--- src/rtl/pwm_pkg.sv ---
// Shared constants and types for the PWM time base.
// CONTADOR_CENTRADO_EN selects center-aligned counting in contador_pwm.
package pwm_pkg;
  localparam int ANCHO_PWM       = 10;
  localparam int PERIODO_RST_DEF = 1023;

  typedef logic [ANCHO_PWM-1:0] pwm_val_t;

  // Ramp direction, only meaningful for center-aligned counting.
  typedef enum logic {SUBE, BAJA} dir_t;
endpackage

--- src/rtl/prescalador_pwm.sv ---
// Clock prescaler: tick is high one clk cycle out of every DIV_PRESC while enabled.
module prescalador_pwm #(
  parameter int DIV_PRESC = 4
) (
  input  logic clk,
  input  logic rst_n,
  input  logic habilitar,
  output logic tick
);
  localparam int PW = (DIV_PRESC > 1) ? $clog2(DIV_PRESC) : 1;
  localparam logic [PW-1:0] ULTIMO = PW'(DIV_PRESC - 1);

  logic [PW-1:0] presc;

  always_ff @(posedge clk or negedge rst_n) begin
    if (!rst_n)
      presc <= '0;
    else if (habilitar)
      presc <= (presc == ULTIMO) ? '0 : presc + PW'(1);
  end

  // Gated by habilitar so a held prescaler never advances the counter.
  assign tick = habilitar && (presc == ULTIMO);
endmodule

--- src/rtl/contador_pwm.sv ---
// PWM time base: prescaled ramp, shadowed period/duty loaded via valid/ready.
// Define CONTADOR_CENTRADO_EN for center-aligned up/down counting.
module contador_pwm
  import pwm_pkg::*;
#(
  parameter int ANCHO       = ANCHO_PWM,
  parameter int DIV_PRESC   = 4,
  parameter int PERIODO_RST = PERIODO_RST_DEF
) (
  input  logic             clk,
  input  logic             rst_n,
  input  logic             habilitar,
  input  logic [ANCHO-1:0] periodo_in,
  input  logic [ANCHO-1:0] cuenta_in,
  input  logic             carga_valida,
  output logic             carga_lista,
  output logic [ANCHO-1:0] contador_clk,
  output logic [ANCHO-1:0] cuenta_max,
  output logic             inicio_periodo
);
  logic             tick;
  logic [ANCHO-1:0] periodo_act, pend_periodo, pend_cuenta, cnt_sig;
  logic             pendiente, fin_periodo, transfer;

  prescalador_pwm #(.DIV_PRESC(DIV_PRESC)) u_presc (
    .clk       (clk),
    .rst_n     (rst_n),
    .habilitar (habilitar),
    .tick      (tick)
  );

  assign transfer = carga_valida && carga_lista;

`ifdef CONTADOR_CENTRADO_EN
  dir_t dir, dir_sig;

  always_comb begin
    cnt_sig = contador_clk;
    dir_sig = dir;
    if (periodo_act == '0) begin
      cnt_sig = '0;
      dir_sig = SUBE;
    end else if (dir == SUBE) begin
      if (contador_clk >= periodo_act) begin
        cnt_sig = contador_clk - ANCHO'(1);
        dir_sig = BAJA;
      end else begin
        cnt_sig = contador_clk + ANCHO'(1);
      end
    end else if (contador_clk == '0) begin
      cnt_sig = ANCHO'(1);
      dir_sig = SUBE;
    end else begin
      cnt_sig = contador_clk - ANCHO'(1);
    end
  end

  always_ff @(posedge clk or negedge rst_n) begin
    if (!rst_n)
      dir <= SUBE;
    else if (!habilitar && pendiente)
      dir <= SUBE;
    else if (tick)
      dir <= dir_sig;
  end
`else
  always_comb cnt_sig = (contador_clk == periodo_act) ? '0 : contador_clk + ANCHO'(1);
`endif

  // Period boundary: the tick that lands the counter on 0 (every tick when period is 0).
  assign fin_periodo = tick && (cnt_sig == '0) &&
                       ((contador_clk != '0) || (periodo_act == '0));

  always_ff @(posedge clk or negedge rst_n) begin
    if (!rst_n) begin
      contador_clk   <= '0;
      periodo_act    <= ANCHO'(PERIODO_RST);
      cuenta_max     <= '0;
      pend_periodo   <= '0;
      pend_cuenta    <= '0;
      pendiente      <= 1'b0;
      carga_lista    <= 1'b1;
      inicio_periodo <= 1'b0;
    end else begin
      inicio_periodo <= fin_periodo;
      if (tick)
        contador_clk <= cnt_sig;
      // While stopped there is no boundary to wait for, so apply now and restart at 0.
      if (pendiente && (fin_periodo || !habilitar)) begin
        periodo_act <= pend_periodo;
        cuenta_max  <= pend_cuenta;
        pendiente   <= 1'b0;
        if (!habilitar)
          contador_clk <= '0;
      end
      if (transfer) begin
        pend_periodo <= periodo_in;
        pend_cuenta  <= cuenta_in;
        pendiente    <= 1'b1;
        carga_lista  <= 1'b0;
      end else if (!carga_lista && !pendiente) begin
        carga_lista <= 1'b1;
      end
    end
  end
endmodule

--- config.mk ---
export PLATFORM = sky130hd
export DESIGN_NAME = contador_pwm
export DESIGN_NICKNAME = d
export VERILOG_FILES = /design/src/rtl/pwm_pkg.sv /design/src/rtl/prescalador_pwm.sv /design/src/rtl/contador_pwm.sv
export SDC_FILE = /design/constraint.sdc
export NUM_CORES = 1
export LEC_CHECK = 0
export BUFFER_PORTS_ARGS = -buffer_cell sky130_fd_sc_hd__buf_2
export CAP_MARGIN = 15
export CELL_PAD_IN_SITES_DETAIL_PLACEMENT = 1
export CELL_PAD_IN_SITES_GLOBAL_PLACEMENT = 2
export CORE_UTILIZATION = 37
export DETAILED_ROUTE_END_ITERATION = 12
export GPL_ROUTABILITY_DRIVEN = 0
export PLACE_DENSITY_LB_ADDON = 0.12
export SLEW_MARGIN = 5
export SYNTH_ARGS = -nofsm -noshare
export SYNTH_HDL_FRONTEND = slang
export SYNTH_SLANG_ARGS = --single-unit
--- constraint.sdc ---
create_clock -name clk -period 2.81 [get_ports clk]
set_input_delay 0.281 -clock clk [delete_from_list [all_inputs] [get_ports clk]]
set_output_delay 0.281 -clock clk [all_outputs]
set_load 0.01 [all_outputs]
==> qor.yml, run 1 <==
postSynthCellCount: 231
syn_area_sq_um: 2810
critical_path.reg2reg.startpoint: "contador_clk[0]"
syn2layout_area_growth_pct: 19.0
fin_skew_ns: 0.0123
regToRegSetupSlack_ns: 0.13
start_util_pct: 38.5
synthFlopType: "dfrtp_1"
boundaryPins: 46
critical_path_arrival_ns: 2.88
grt_pass1_wl_microns: 10300
gr-total-overflow: 0
cts_made_buffers: 5
final_cell_mix: "45 x buf_2, 44 x dfrtp_1, 21 x mux2_2"
crit_path_max_fanout: 20
min_period_ns: 2.68
synth-edff-count: 0
fin_tns_setup_ns: 0
cts_max_level: 2
layout-drive-gt1-share_pct: 44.6
rr_endpoint: "cuenta_max[2]"
synth_fp_nets: 258
grt_use_total_pct: 17.2
drt_iter0_markers: 51
antenna_found_initial: 0
diodes: 0
worst_pin_slew_ns: 0.874
irDropWorstVdd_mv: 0.355
dieArea_sq_um: 7940
powerDensity_nw_per_um2: 874
hold_violations: 0
maxCapViolCount: 0
avgSynthCellArea_sq_um: 12.1
cts_tree: "yes"
cts_sinks: 55
critPathRequiredTime_ns: 3.01
crit_path_end_kind: "flip-flop"
dieHeight_microns: 89.1
dp_hpwl_microns: 4400
final_common_cell: "buf_2"
postRouteAntennaNets: 0
multi_input_area_sq_um: 1330
portBuffers: 45
yosys_warnings: 0
whs_path_depth: 2
seq_area_frac_synth_pct: 49.5
critPathKind: "reg -> reg"
drc: 0
setup_violations: 0
pre_cts_slack_ns: 0.0568
clock_latency_ns: 0.31
drt_wl_total_microns: 6230
p_leak_nw: 1.47
power.total_w: 0.00292
wl_per_cell_microns: 16.2
worstHoldPathType: "in -> reg"
finalCritPeriodShare_pct: 95.5
rsz0062_at_grt: "false"
firstDrtPassIters: 4
vias_per_cell: 5.10
grt_max_degree: 49
vias: 1960
cts_buffer_depth: 2
ys_seq_elements: 55
min_to: "pend_cuenta[1]"
crit_path_start_kind: "flip-flop"
post_cts_buffers: 0
clkSlewWorstSetupHoldPaths_ns: 0.11
rr_worst_depth: 8
core-area_sq_um: 7290
rows: 31
seq_area_sq_um: 1390
fillers: 835
ys_types: 47
cts-root-buf: "clkbuf_8"
place_area_sq_um: 3200
fin_nets: 311
fin_area_sq_um: 3340
slew_viol_final: 0
worstHoldStart: "cuenta_in[1]"
ys_async_sr_fraction_pct: 100
grt_pass1_vias: 2041
die_w_microns: 89.1
slew_headroom_pct: 41.6
max_freq_mhz: 373
outcome: "finished, final reports clean"
finalWorstSetupSlack_ns: 0.126
## where the power goes
part | total (W) | internal [W] | switching [W]
logic | 0.00105 | 0.000617 | 0.000434
registers | 0.00139 | 0.00117 | 0.000225
clock network | 0.000473 | 0.000205 | 0.000268
## metrics by stage
stage / instances / hold slack [ns] / util, %
after global routing: 384 / 0.181 / 45.8
after global placement: 374 / 0.475 / 43.9
after CTS: 382 / 0.183 / 45.2
after floorplan: 231 / -0.0146 / -
after detailed placement: 374 / 0.489 / 43.9
final: 384 / 0.190 / 45.8
## cells in the mapped netlist, types with 2 or more instances
library cell	number	area [sq um]
nor2_1	7	26.3
inv_1	5	18.8
dfstp_2	11	289
a22oi_1	7	52.6
mux2_4	20	300
mux2i_1	9	90.1
buf_2	4	20.0
a21o_1	2	15.0
o31ai_2	2	25.0
nand4_1	3	18.8
nor2b_1	4	25.0
buf_4	2	15.0
nor3_1	6	30.0
or4_1	3	22.5
o21ai_0	9	45.0
nor4_1	4	25.0
xnor2_1	9	78.8
and4_1	2	17.5
ha_1	3	37.5
nand2_1	16	60.1
o31ai_1	2	15.0
mux2_2	21	236
o41ai_1	2	17.5
nand2b_1	2	12.5
dfrtp_1	44	1100
o21a_1	2	15.0
buf_1	3	11.3
xor2_1	2	17.5
nand3_1	2	10.0
clkbuf_1	5	18.8
buf_6	2	22.5
## sequential cells by signal (all words and copies together), names as in the netlist
name,count
carga_lista,1
cuenta_max,10
contador_clk,10
pend_periodo,10
pend_cuenta,10
u_presc.presc,2
inicio_periodo,1
periodo_act,10
pendiente,1
## routing by layer
metal	GRT usage (%)	vias to the layer above	routed length, microns
met5	0	-	0
met4	3.90	0	55
met3	3.32	5	179
met2	28.7	30	3010
met1	23.4	990	2980
li1	-	935	-
## critical path: stages, from the launching register on
cell,delay (ns)
dfrtp_1,0.45
inv_1,0.11
ha_1,0.32
or2b_1,0.23
a2111oi_2,0.38
a41oi_2,0.22
o31ai_4,0.30
buf_12,0.23
mux2_4,0.32
## how the worst max path moves through the flow
| stage | cells after the start | slack (ns) | to | startpoint |
|---|---|---|---|---|
| after floorplan | 8 | 0.18 | cuenta_max[0] | contador_clk[0] |
| after detailed placement | 8 | 0.06 | cuenta_max[0] | contador_clk[0] |
| after global routing | 8 | 0.005 | cuenta_max[2] | contador_clk[0] |
| after global placement | 8 | 0.17 | cuenta_max[3] | contador_clk[1] |
| final | 8 | 0.13 | cuenta_max[2] | contador_clk[0] |
| after CTS | 8 | 0.04 | cuenta_max[2] | contador_clk[0] |
## layout make-up
| class | count | area share (%) |
|---|---|---|
| flip-flops and latches | 55 | 41.6 |
| multi-input cells | 154 | 39.8 |
| repair buffers | 62 | 11.4 |
| well taps | 99 | 3.71 |
| clock buffers | 7 | 2.58 |
| inverters | 6 | 0.674 |
| clock inverters | 1 | 0.262 |
## timing repair
item                                    4_1_cts  5_1_grt
resized for setup                             0        3
hold endpoints to repair                      0       13
hold buffers                                  0        1
endpoints found under the setup margin        0       20
## kinds of logic (layout without fill, tap and decap cells)
kind of cell | after synthesis | in the layout | share of synthesized area, %
buffers and inverters | 22 | 76 | 3.92
AO/OA/AOI/OAI | 33 | 33 | 8.52
XOR/XNOR | 11 | 11 | 3.43
adder cells (fa/ha/maj) | 3 | 3 | 1.34
multiplexers | 50 | 50 | 22.3
AND/OR/NAND/NOR | 57 | 57 | 10.9
flip-flops | 55 | 55 | 49.5
Note: power is estimated with default switching activity, not from simulation.
==> inputs of run 2 (changes only) <==
Settings changed: ABC_AREA set to 1, CORE_UTILIZATION 37 to 32, GPL_ROUTABILITY_DRIVEN 0 to unset.
==> run 2 against run 1 <==
Maximum frequency rose by 15%. Core utilization fell by 7.8 points. Critical path depth rose by 7. Non-clock buffer count fell by 11. Highest routed layer unchanged. Synthesized cell count rose by 49%. Register-to-register slack improved by 0.35 ns.
==> qor.yml, run 2 <==
p_leak_nw: 1.72
clkSlewWorstSetupHoldPaths_ns: 0.10
outcome: "finished, final reports clean"
rr_worst_depth: 15
cts_resized: 0
critical_path.max_stage_delay_ns: 0.56
max_freq_mhz: 428
boundaryPins: 46
gr-total-overflow: 0
min_period_ns: 2.34
dieHeight_microns: 94.1
setup_violations: 0
postRouteAntennaNets: 0
clock_latency_ns: 0.31
powerDensity_nw_per_um2: 1040
vias: 2262
crit_buf_inv: 1
rows: 33
rsz0062_at_grt: "false"
worstHoldPathType: "in -> async"
antenna_found_initial: 0
slew_headroom_pct: 37.9
place_area_sq_um: 3030
synthMostInstantiatedCell: "nand2_1"
fin_nets: 417
synth-edff-count: 0
slowest_stage: "dfstp_2"
drc: 0
critPathKind: "reg -> reg"
syn_area_sq_um: 2710
postCtsHoldBufs: 0
final_cell_mix: "149 x nand2_1, 45 x buf_2, 44 x dfrtp_1"
synth_top_area_cell: "dfrtp_1"
die_w_microns: 94.1
crit_family: "simple AND/OR/NAND/NOR gates"
grt_pass1_wl_microns: 11400
regToRegSetupSlack_ns: 0.47
fillers: 1045
ys_seq_elements: 55
gp_congestion: 0.774
ys_types: 23
finalCritPeriodShare_pct: 83.2
crit_path_start_kind: "flip-flop"
crit_path_max_fanout: 22
wl_per_cell_microns: 13.5
critPathRequiredTime_ns: 3.02
fin_area_sq_um: 3120
cts_tree: "yes"
drt_iter0_markers: 65
diodes: 0
worst_pin_slew_ns: 0.931
cts-root-buf: "clkbuf_8"
firstDrtPassIters: 4
grt_pass1_vias: 2222
start_util_pct: 33.0
path_depth: 15
critical_path_arrival_ns: 2.55
crit_path_frequent_cell: "nand2_1"
drt_wl_total_microns: 6700
final_cells: 496
portBuffers: 45
irDropWorstVdd_mv: 0.301
fin_skew_ns: 0.00645
synth_fp_nets: 372
cts_made_buffers: 5
seq_area_frac_synth_pct: 51.2
core-area_sq_um: 8220
yosys_warnings: 0
syn2layout_area_growth_pct: 15.0
dp_hpwl_microns: 5080
ys_async_sr_fraction_pct: 100
cts_sinks: 55
synthFlopType: "dfrtp_1"
worstPathCellList: "inv_1, nand2_1, nand2_1, nor2_1, nand2_1, nor2_2, nand2_2, nand2_2, nand3_1, nor2_2, nand2_2, nand2_4, nand2_4, nand2_1, nand2_1"
synth.area.top_cells: "dfrtp_1 41%, nand2_1 21%, dfstp_2 11%"
hold_violations: 0
grt_max_degree: 42
crit_path_end_kind: "flip-flop"
cts_buffer_depth: 2
fin_tns_setup_ns: 0
place_inst: 488
dieArea_sq_um: 8850
power.total_w: 0.00324
final_common_cell: "nand2_1"
avgSynthCellArea_sq_um: 7.87
layout-drive-gt1-share_pct: 22.8
vias_per_cell: 4.56
synth_top_cell_area_share_pct: 40.6
slew_viol_final: 0
grt_use_total_pct: 16.5
synth_commonest_cells: "149 x nand2_1, 44 x dfrtp_1, 28 x nand3_1"
cts_max_level: 2
maxCapViolCount: 0
post_cts_buffers: 0
postSynthCellCount: 345
[run 2: power by group]
part / total (W) / switching [W] / internal (W)
clock: 0.000475 / 0.000270 / 0.000205
combinational: 0.00127 / 0.000785 / 0.000489
sequential: 0.00149 / 0.000308 / 0.00118
[run 2: metrics by stage]
stage,util (%),hold WS [ns],worst slack [ns]
after floorplan,-,-0.0146,0.933
after global placement,36.8,0.464,0.526
after detailed placement,36.8,0.469,0.471
after CTS,38.0,0.142,0.450
after global routing,38.0,0.155,0.154
final,38.0,0.103,0.471
[run 2: layer usage]
| layer | GRT usage, % | vias to the layer above | routed length [microns] |
|---|---|---|---|
| li1 | - | 1171 | - |
| met1 | 23.2 | 1056 | 3450 |
| met2 | 26.7 | 29 | 3030 |
| met3 | 2.67 | 6 | 158 |
| met4 | 3.46 | 0 | 57 |
| met5 | 0 | - | 0 |
[run 2: final timing paths]
check | start | end
max in group asynchronous | rst_n | carga_lista
worst min register to register | periodo_act[6] | periodo_act[6]
min in group clk | periodo_in[8] | pend_periodo[8]
worst max-delay path | periodo_act[0] | cuenta_max[7]
worst min-delay path | rst_n | contador_clk[9]
worst max register to register | periodo_act[0] | cuenta_max[7]
[run 2: area by class of cell]
type	instances	area [sq um]	share of cell area [%]
tap	105	131	4.21
timing repair buffer	51	270	8.66
sequential	55	1390	44.5
inverter	32	120	3.85
multi-input combinational	245	1110	35.7
clock buffer	7	86.3	2.77
clock inverter	1	8.76	0.281
[run 2: logic make-up after synthesis]
| logic type | synth area share [%] |
|---|---|
| multiplexers | 0.415 |
| adder cells (fa/ha/maj) | 1.38 |
| AND/OR/NAND/NOR | 31.6 |
| XOR/XNOR | 0.968 |
| AO/OA/AOI/OAI | 6.64 |
| flip-flops | 51.2 |
| buffers and inverters | 7.75 |
[run 2: worst reg2reg max path, delay by kind of cell (launching register included)]
| kind | cells | cell delay [ns] |
|---|---|---|
| AND/OR/NAND/NOR | 14 | 1.64 |
| flip-flops | 1 | 0.56 |
| buffers and inverters | 1 | 0.06 |
==> inputs of run 3 (changes only) <==
Clock period 2.81 ns to 2.4 ns, I/O delays scaled along.
==> run 3 against run 2 <==
Non-clock buffer count unchanged. Clock power rose by 60%. Final area increased by 2.4%. First-iteration DRC count up 43%. Critical path depth unchanged. Critical path type unchanged. Critical endpoint unchanged.
==> qor.yml, run 3 (synthesized netlist as in run 2, its figures left out) <==
dp_hpwl_microns: 5090
place_area_sq_um: 3030
fin_tns_setup_ns: 0
min_period_ns: 2.15
powerDensity_nw_per_um2: 1250
clock_latency_ns: 0.31
pre_cts_slack_ns: 0.222
worstHoldPathType: "in -> reg"
crit_path_start_kind: "flip-flop"
diodes: 0
firstDrtPassIters: 4
p_seq_share_pct: 43.4
gp_congestion: 0.774
boundaryPins: 46
cts-root-buf: "clkbuf_8"
crit_path_max_fanout: 21
maxCapViolCount: 0
sw_frac_of_total_pct: 40.5
wl_per_cell_microns: 13.9
syn2layout_area_growth_pct: 17.7
hold_violations: 0
dieArea_sq_um: 8850
layout-drive-gt1-share_pct: 23.0
grt_pass1_wl_microns: 11400
p_leak_nw: 1.74
critical_path.reg2reg.startpoint: "periodo_act[0]"
clkSlewWorstSetupHoldPaths_ns: 0.11
vias: 2313
critical_path_arrival_ns: 2.40
cts_max_level: 2
crit_path_end_kind: "flip-flop"
power_frac_clock_pct: 19.0
fin_nets: 417
cts_made_buffers: 5
cts_tree: "yes"
worst_pin_slew_ns: 0.718
final_cells: 496
final_common_cell: "nand2_1"
rsz0062_at_grt: "false"
fillers: 1030
postRouteAntennaNets: 0
cts_buffer_depth: 2
final_cell_mix: "149 x nand2_1, 45 x buf_2, 44 x dfrtp_1"
post_cts_buffers: 0
dieHeight_microns: 94.1
max_freq_mhz: 466
finalWorstSetupSlack_ns: 0.254
core-area_sq_um: 8220
fin_area_sq_um: 3200
grt_max_degree: 29
critPathLaunch: "periodo_act[0]"
drt_wl_total_microns: 6890
grt_pass1_vias: 2302
start_util_pct: 33.0
gr-total-overflow: 0
grt_use_total_pct: 16.9
finalCritPeriodShare_pct: 89.4
vias_per_cell: 4.66
power.total_w: 0.00401
worstHoldStart: "cuenta_in[2]"
p_sw_w: 0.00162
slew_headroom_pct: 51.9
drt_iter0_markers: 93
drc: 0
antenna_found_initial: 0
portBuffers: 45
outcome: "finished, final reports clean"
die_w_microns: 94.1
cts_sinks: 55
place_inst: 487
fin_skew_ns: 0.00743
critPathKind: "reg -> reg"
slew_viol_final: 0
setup_violations: 0
rows: 33
irDropWorstVdd_mv: 0.320
critPathRequiredTime_ns: 2.65
power_frac_comb_pct: 37.6
internal_power_w: 0.00239
## run 3: repair_timing
item / CTS / global route
gates resized for setup: 0 / 3
hold endpoints to repair: 18 / 0
endpoints found under the setup margin: 0 / 21
hold buffers: 1 / 0
## run 3: layout make-up
class,instances,area (sq um),share of cell area [%]
Clock buffer,5,68.8,2.15
Timing Repair Buffer,51,289,9.04
Tap cell,105,131,4.11
Clock inverter,3,71.3,2.23
Sequential cell,55,1390,43.5
Multi-Input combinational cell,245,1120,35.2
Inverter,32,120,3.76
## run 3: critical path, stage by stage, from the launching register on
cell and delay [ns]:
dfstp_2 0.57, inv_1 0.06, nand2_1 0.05, nand2_1 0.05
nor2_1 0.15, nand2_1 0.08, nor2_2 0.09, nand2_2 0.16
o21ai_1 0.14, nand2_1 0.08, nor2_2 0.09, nand2_2 0.08
nand2_4 0.09, buf_6 0.20, nand3_1 0.10, nand2_1 0.07
## run 3: worst paths after layout
path,endpoint,slack (ns),depth (start not counted)
max,cuenta_max[7],0.25,15
min,pend_cuenta[2],0.11,3
max reg2reg,cuenta_max[7],0.25,15
min reg2reg,cuenta_max[3],0.48,2
max in group asynchronous,periodo_act[8],1.24,3
min in group asynchronous,contador_clk[3],0.49,2
## run 3: per-layer routing
metal / GRT usage, % / wire length [microns]
met4: 3.85 / 62
met3: 3.16 / 167
met5: 0 / 0
met1: 23.1 / 3450
met2: 27.5 / 3220
## run 3: stage by stage
| stage | hold WS (ns) | utilization, % |
|---|---|---|
| after floorplan | -0.0556 | - |
| after global placement | 0.321 | 36.9 |
| after detailed placement | 0.322 | 36.9 |
| after CTS | 0.103 | 38.7 |
| after global routing | 0.101 | 38.9 |
| final | 0.111 | 38.9 |
## run 3: power groups by stage
stage,logic (W),clock network [W],registers [W]
after floorplan,0.00102,0,0.00173
after global placement,0.00150,0,0.00175
after detailed placement,0.00153,0,0.00176
after CTS,0.00154,0.000784,0.00175
after global routing,0.00175,0.000817,0.00181
final,0.00151,0.000760,0.00174
